==> src/rtl/core_sequencer.sv <==
// Run-control FSM for the 9-bit core: start, per-instruction commit strobes, multi-cycle loads, halt.
// Strobes are Mealy outputs of the registered state and the current decode fields.
module core_sequencer #(
  parameter int unsigned MEM_LAT      = 1,
  parameter int unsigned CNT_W        = 16,
  parameter logic [31:0] FLAG_OP_MASK = 32'h0000_00F0,
  parameter logic [31:0] WB_OP_MASK   = 32'h0000_FFFF,
  parameter logic [31:0] BR_OP_MASK   = 32'h0003_0000
) (
  input  logic             CLK,
  input  logic             RST_N,
  input  logic             start,
  input  logic             halt_req,
  input  logic [4:0]       op,
  input  logic             alu_rd,
  input  logic             alu_wr,
  input  logic             taken,
  output logic             pc_load,
  output logic             pc_en,
  output logic             branch_en,
  output logic             reg_we,
  output logic             flag_en,
  output logic             mem_re,
  output logic             mem_we,
  output logic             busy,
  output logic             done,
  output logic [CNT_W-1:0] cycle_cnt,
  output logic [CNT_W-1:0] instr_cnt
);

  localparam int unsigned     WAIT_W    = (MEM_LAT < 2) ? 1 : $clog2(MEM_LAT + 1);
  localparam logic [WAIT_W-1:0] WAIT_LOAD = WAIT_W'(MEM_LAT);
  localparam logic [WAIT_W-1:0] WAIT_ONE  = WAIT_W'(1);
  localparam bit              HAS_WAIT  = (MEM_LAT != 0);

  typedef enum logic [2:0] {
    S_IDLE     = 3'd0,
    S_INIT     = 3'd1,
    S_EXEC     = 3'd2,
    S_MEM_WAIT = 3'd3,
    S_DONE     = 3'd4
  } state_t;

  state_t             state_q, state_d;
  logic [WAIT_W-1:0]  wait_q, wait_d;
  logic [CNT_W-1:0]   cyc_q, cyc_d;
  logic [CNT_W-1:0]   ins_q, ins_d;
  logic               cnt_clr;

  always_ff @(posedge CLK or negedge RST_N) begin
    if (!RST_N) begin
      state_q <= S_IDLE;
      wait_q  <= '0;
      cyc_q   <= '0;
      ins_q   <= '0;
    end else begin
      state_q <= state_d;
      wait_q  <= wait_d;
      cyc_q   <= cyc_d;
      ins_q   <= ins_d;
    end
  end

  always_comb begin
    state_d   = state_q;
    wait_d    = wait_q;
    pc_load   = 1'b0;
    pc_en     = 1'b0;
    branch_en = 1'b0;
    reg_we    = 1'b0;
    flag_en   = 1'b0;
    mem_re    = 1'b0;
    mem_we    = 1'b0;
    busy      = 1'b0;
    done      = 1'b0;
    case (state_q)
      S_IDLE: begin
        if (start) state_d = S_INIT;
      end
      S_INIT: begin
        pc_load = 1'b1;
        busy    = 1'b1;
        state_d = S_EXEC;
      end
      S_EXEC: begin
        busy = 1'b1;
        if (halt_req) begin
          state_d = S_DONE;
        end else if (alu_rd && HAS_WAIT) begin
          // Load stalls the PC; op and alu_rd stay stable until the commit cycle.
          mem_re  = 1'b1;
          wait_d  = WAIT_LOAD;
          state_d = S_MEM_WAIT;
        end else begin
          pc_en     = 1'b1;
          branch_en = BR_OP_MASK[op] & taken;
          flag_en   = FLAG_OP_MASK[op];
          reg_we    = WB_OP_MASK[op] & ~alu_wr;
          mem_we    = alu_wr & ~alu_rd;
          mem_re    = alu_rd;
        end
      end
      S_MEM_WAIT: begin
        busy   = 1'b1;
        mem_re = 1'b1;
        wait_d = wait_q - WAIT_ONE;
        if (wait_q == WAIT_ONE) begin
          pc_en   = 1'b1;
          reg_we  = WB_OP_MASK[op];
          flag_en = FLAG_OP_MASK[op];
          state_d = S_EXEC;
        end
      end
      S_DONE: begin
        done = 1'b1;
        if (start) state_d = S_INIT;
      end
      default: state_d = S_IDLE;
    endcase
  end

  // Counters clear on the edge that launches a run and saturate instead of wrapping.
  always_comb begin
    cnt_clr = ((state_q == S_IDLE) || (state_q == S_DONE)) && start;
    cyc_d   = cyc_q;
    ins_d   = ins_q;
    if (cnt_clr) begin
      cyc_d = '0;
      ins_d = '0;
    end else begin
      if (busy && (cyc_q != {CNT_W{1'b1}})) cyc_d = cyc_q + CNT_W'(1);
      if (pc_en && (ins_q != {CNT_W{1'b1}})) ins_d = ins_q + CNT_W'(1);
    end
  end

  assign cycle_cnt = cyc_q;
  assign instr_cnt = ins_q;

endmodule

==> config.mk <==
export PLATFORM = sky130hd
export DESIGN_NAME = core_sequencer
export DESIGN_NICKNAME = d
export VERILOG_FILES = /design/src/rtl/core_sequencer.sv
export SDC_FILE = /design/constraint.sdc
export NUM_CORES = 1
export LEC_CHECK = 0
export ABC_AREA = 1
export CAP_MARGIN = 20
export CELL_PAD_IN_SITES_DETAIL_PLACEMENT = 1
export CELL_PAD_IN_SITES_GLOBAL_PLACEMENT = 1
export CORE_MARGIN = 2
export CORE_UTILIZATION = 36
export CTS_CLUSTER_DIAMETER = 80
export DETAILED_ROUTE_END_ITERATION = 6
export GPL_ROUTABILITY_DRIVEN = 0
export MAX_ROUTING_LAYER = met4
export PLACE_DENSITY_LB_ADDON = 0.08
export SLEW_MARGIN = 20
export SYNTH_ARGS = -nofsm -noshare
export SYNTH_HDL_FRONTEND = slang
export SYNTH_SLANG_ARGS = --single-unit
==> constraint.sdc <==
create_clock -name CLK -period 2.1 [get_ports CLK]
set_input_delay 0.42 -clock CLK [delete_from_list [all_inputs] [get_ports CLK]]
set_output_delay 0.42 -clock CLK [all_outputs]
set_load 0.03 [all_outputs]
==> impl_metrics.ini <==
[status]
status = completed

[grt]
use_met2_pct = 32.0
top_usage_layer = met2
grt_pass1_wl_um = 11900
grt_use_total_pct = 21.2
grt-ovfl-total = 0
first_global_vias = 2435
antenna_found_initial = 0
grt_max_degree = 37
gr-usage-met3_pct = 3.50
grtUsageMet1_pct = 29.6

[finish]
fin_nets = 422
multiInputGateArea_mm2 = 0.00132
register_area_um2 = 903
syn_to_final_growth_pct = 31.6
fin_util_pct = 49.2
drive_gt1_share_pct = 13.4
fin_area_mm2 = 0.00312
antenna-diode-count = 0
num-fill-cells = 819

[yosys]
ys_ff_latch = 36
synth.distinct_cells = 28
synth_cells = 347
synth_top_cell_area_share_pct = 37.9
syn_area_mm2 = 0.00237
synth_area_leader_cell = dfrtp_1
seq_area_frac_synth_pct = 37.9
syn_nets = 361
synth-warning-count = 0
syn_avg_cell_area_um2 = 6.84
synth_area_leaders = dfrtp_1 38%, nand2_1 18%, nand3_1 13%

[route]
drt_iter0_drc = 117
drt.antenna.violating_nets = 0
dr.pass1.iters = 4
avgRoutedWirePerCell_um = 14.4
drc_errors = 0
vias = 2446
routed_wl_um = 7010
avgViaCountPerCell = 5.03

[timing]
hold_violations = 0
fmax_mhz = 504
fin_crit_sh_pct = 94.6
finalSetupViolCount = 0
finalMaxSlewViolations = 0
timing.final.crit_period_ns = 1.99
relSlewSlack_pct = 65.9
hold_slack_ns = 0.172
worst_pin_slew_ns = 0.512
skew_ns = 0.0107

[worst_setup_path]
worstPathRequired_ns = 1.68
reg2reg_depth = 8
crit_path_end = flag_en
cp_max_fo = 4
endpoint_kind = output pin
critPathKind = reg2out
reg2reg_from = cycle_cnt[0]
crit_start = state_q[2]
crit_arrival_ns = 1.57
start_kind = flip-flop
r2r-end = cycle_cnt[8]
r2r_slack_ns = 0.32

[floorplan]
core_area_mm2 = 0.00635
ios = 53
dieArea_mm2 = 0.00726
die_x_um = 85.2
rows = 29
start_util_pct = 37.4
die_y_um = 85.2

[power_and_ir_drop]
p_leak_nw = 1.48
p_comb_share_pct = 54.1
switching_power_mw = 1.88
power.share.sequential_pct = 31.7
intPower_mw = 1.92
swShare_pct = 49.5
vdd_drop_max_mv = 0.730
pwr-share-clk_pct = 14.2
power.density_mw_per_mm2 = 1220
power_mw = 3.80

[run]
cap_violations = 0

[placement]
place.port_buffers = 51
hpwl_um = 5050
postPlaceCellArea_mm2 = 0.00299

[clock_network]
clock_latency_ns = 0.30
cts_tree = yes
cts_made_buffers = 5
clk_pin_slew_ns = 0.08
cts_buffer_depth = 2
cts_hold_buf = 0
cts-htree-levels = 2
cts_root_buffer = clkbuf_8
numClockSinks = 36

[hold_path]
hp-class = in2async
sequential cells by signal, summed over array words and instances, names as in the netlist:
register	flops
cycle_cnt	16
state_q	3
instr_cnt	16
wait_q	1
power by group through the flow:
stage / combinational, mW / sequential [mW] / clock [mW]
6_report: 2.06 / 1.20 / 0.541
5_1_grt: 2.25 / 1.25 / 0.593
4_1_cts: 2.00 / 1.20 / 0.562
3_5_place_dp: 2.02 / 1.20 / 0
3_3_place_gp: 1.98 / 1.20 / 0
2_1_floorplan: 0.988 / 1.46 / 0
Yosys cell counts:
library cell    n
buf_2           1
xor2_1          6
nand2_1       111
buf_4           1
buf_6           2
xnor2_1         5
inv_2           4
nor2_1         42
ha_1            2
nand2_4         1
nor3_1          1
nand3b_1        1
clkbuf_1        3
nor2_4          4
a21oi_1         3
nor2_2          6
dfrtp_1        36
nand4_1         5
o21ai_4         2
o21bai_1        1
a31oi_1         2
inv_1          31
or2_2           1
nand3_1        60
o21ai_0        11
o211ai_1        1
nor3b_1         1
nand2_2         3
worst min-delay path by stage:
stage / start / to / slack [ns] / cells after the start
2_1_floorplan: RST_N / cycle_cnt[0] / 0.12 / 0
3_3_place_gp: RST_N / instr_cnt[9] / 0.51 / 2
3_5_place_dp: RST_N / instr_cnt[9] / 0.52 / 2
4_1_cts: RST_N / instr_cnt[10] / 0.19 / 2
5_1_grt: RST_N / instr_cnt[10] / 0.20 / 2
6_report: RST_N / cycle_cnt[12] / 0.17 / 2
worst max-delay path, stage by stage, from the launching register on:
cell     delay, ns
dfrtp_2       0.46
nor2_4        0.12
buf_6         0.12
nand3_2       0.07
nand2_2       0.10
nand2_2       0.06
nor3b_2       0.17
buf_4         0.18
routing by layer:
metal / vias to the layer above / routed length, um / part of all wire [%]
li1: 1225 / - / -
met1: 1187 / 3510 / 50
met2: 28 / 3260 / 47
met3: 6 / 158 / 2.3
met4: 0 / 71 / 1.0
met5: - / 0 / 0
stage by stage:
stage	TNS [ns]	setup slack, ns	std cells
after floorplan	0	0.117	347
after global placement	-0.164	-0.164	477
after detailed placement	-0.193	-0.193	477
after CTS	0	0.0151	485
after global routing	-0.00543	-0.00543	486
final	0	0.114	486
layout by cell type (no fill, tap or decap), types with 2 or more instances in the layout:
cell,n
nand3_1,58
clkinv_2,2
clkbuf_2,2
nand2_1,110
clkbuf_8,6
nor2_1,40
dlygate4sd2_1,2
dfrtp_2,2
a21oi_1,3
ha_1,2
o21ai_4,2
nor2_4,5
inv_2,4
nand3_2,2
nand4_1,5
clkdlybuf4s50_1,39
o21ai_0,11
nor2_2,7
dfrtp_1,34
xnor2_1,5
buf_4,13
dlymetal6s2s_1,2
xor2_1,6
inv_1,31
nand2_2,4
a31oi_1,2
logic make-up (layout without fill, tap and decap cells):
| logic type | after synthesis | count (layout) | share of synthesized area [%] |
|---|---|---|---|
| DFF | 36 | 36 | 37.9 |
| xor gates and xnor gates | 11 | 11 | 4.06 |
| and+or+nand+nor | 236 | 236 | 44.0 |
| AOI/OAI and AO/OA | 20 | 20 | 5.48 |
| adders and majority gates | 2 | 2 | 1.05 |
| buffers and inverters | 42 | 104 | 7.48 |
final cells by class:
class                           count  share of cell area, %
Clock buffer                        6                   2.64
Clock inverter                      2                  0.320
Inverter                           35                   4.21
Multi-Input combinational cell    269                   42.4
Sequential cell                    36                   28.9
Tap cell                           77                   3.08
Timing Repair Buffer               61                   18.5
timing repair:
item,CTS,global route
setup endpoints to repair,5,3
setup buffers,0,1
pin swaps,0,3
cloned,0,0
hold endpoints to repair,0,0
resized for setup,8,11
(Power assumes the default switching activity.)
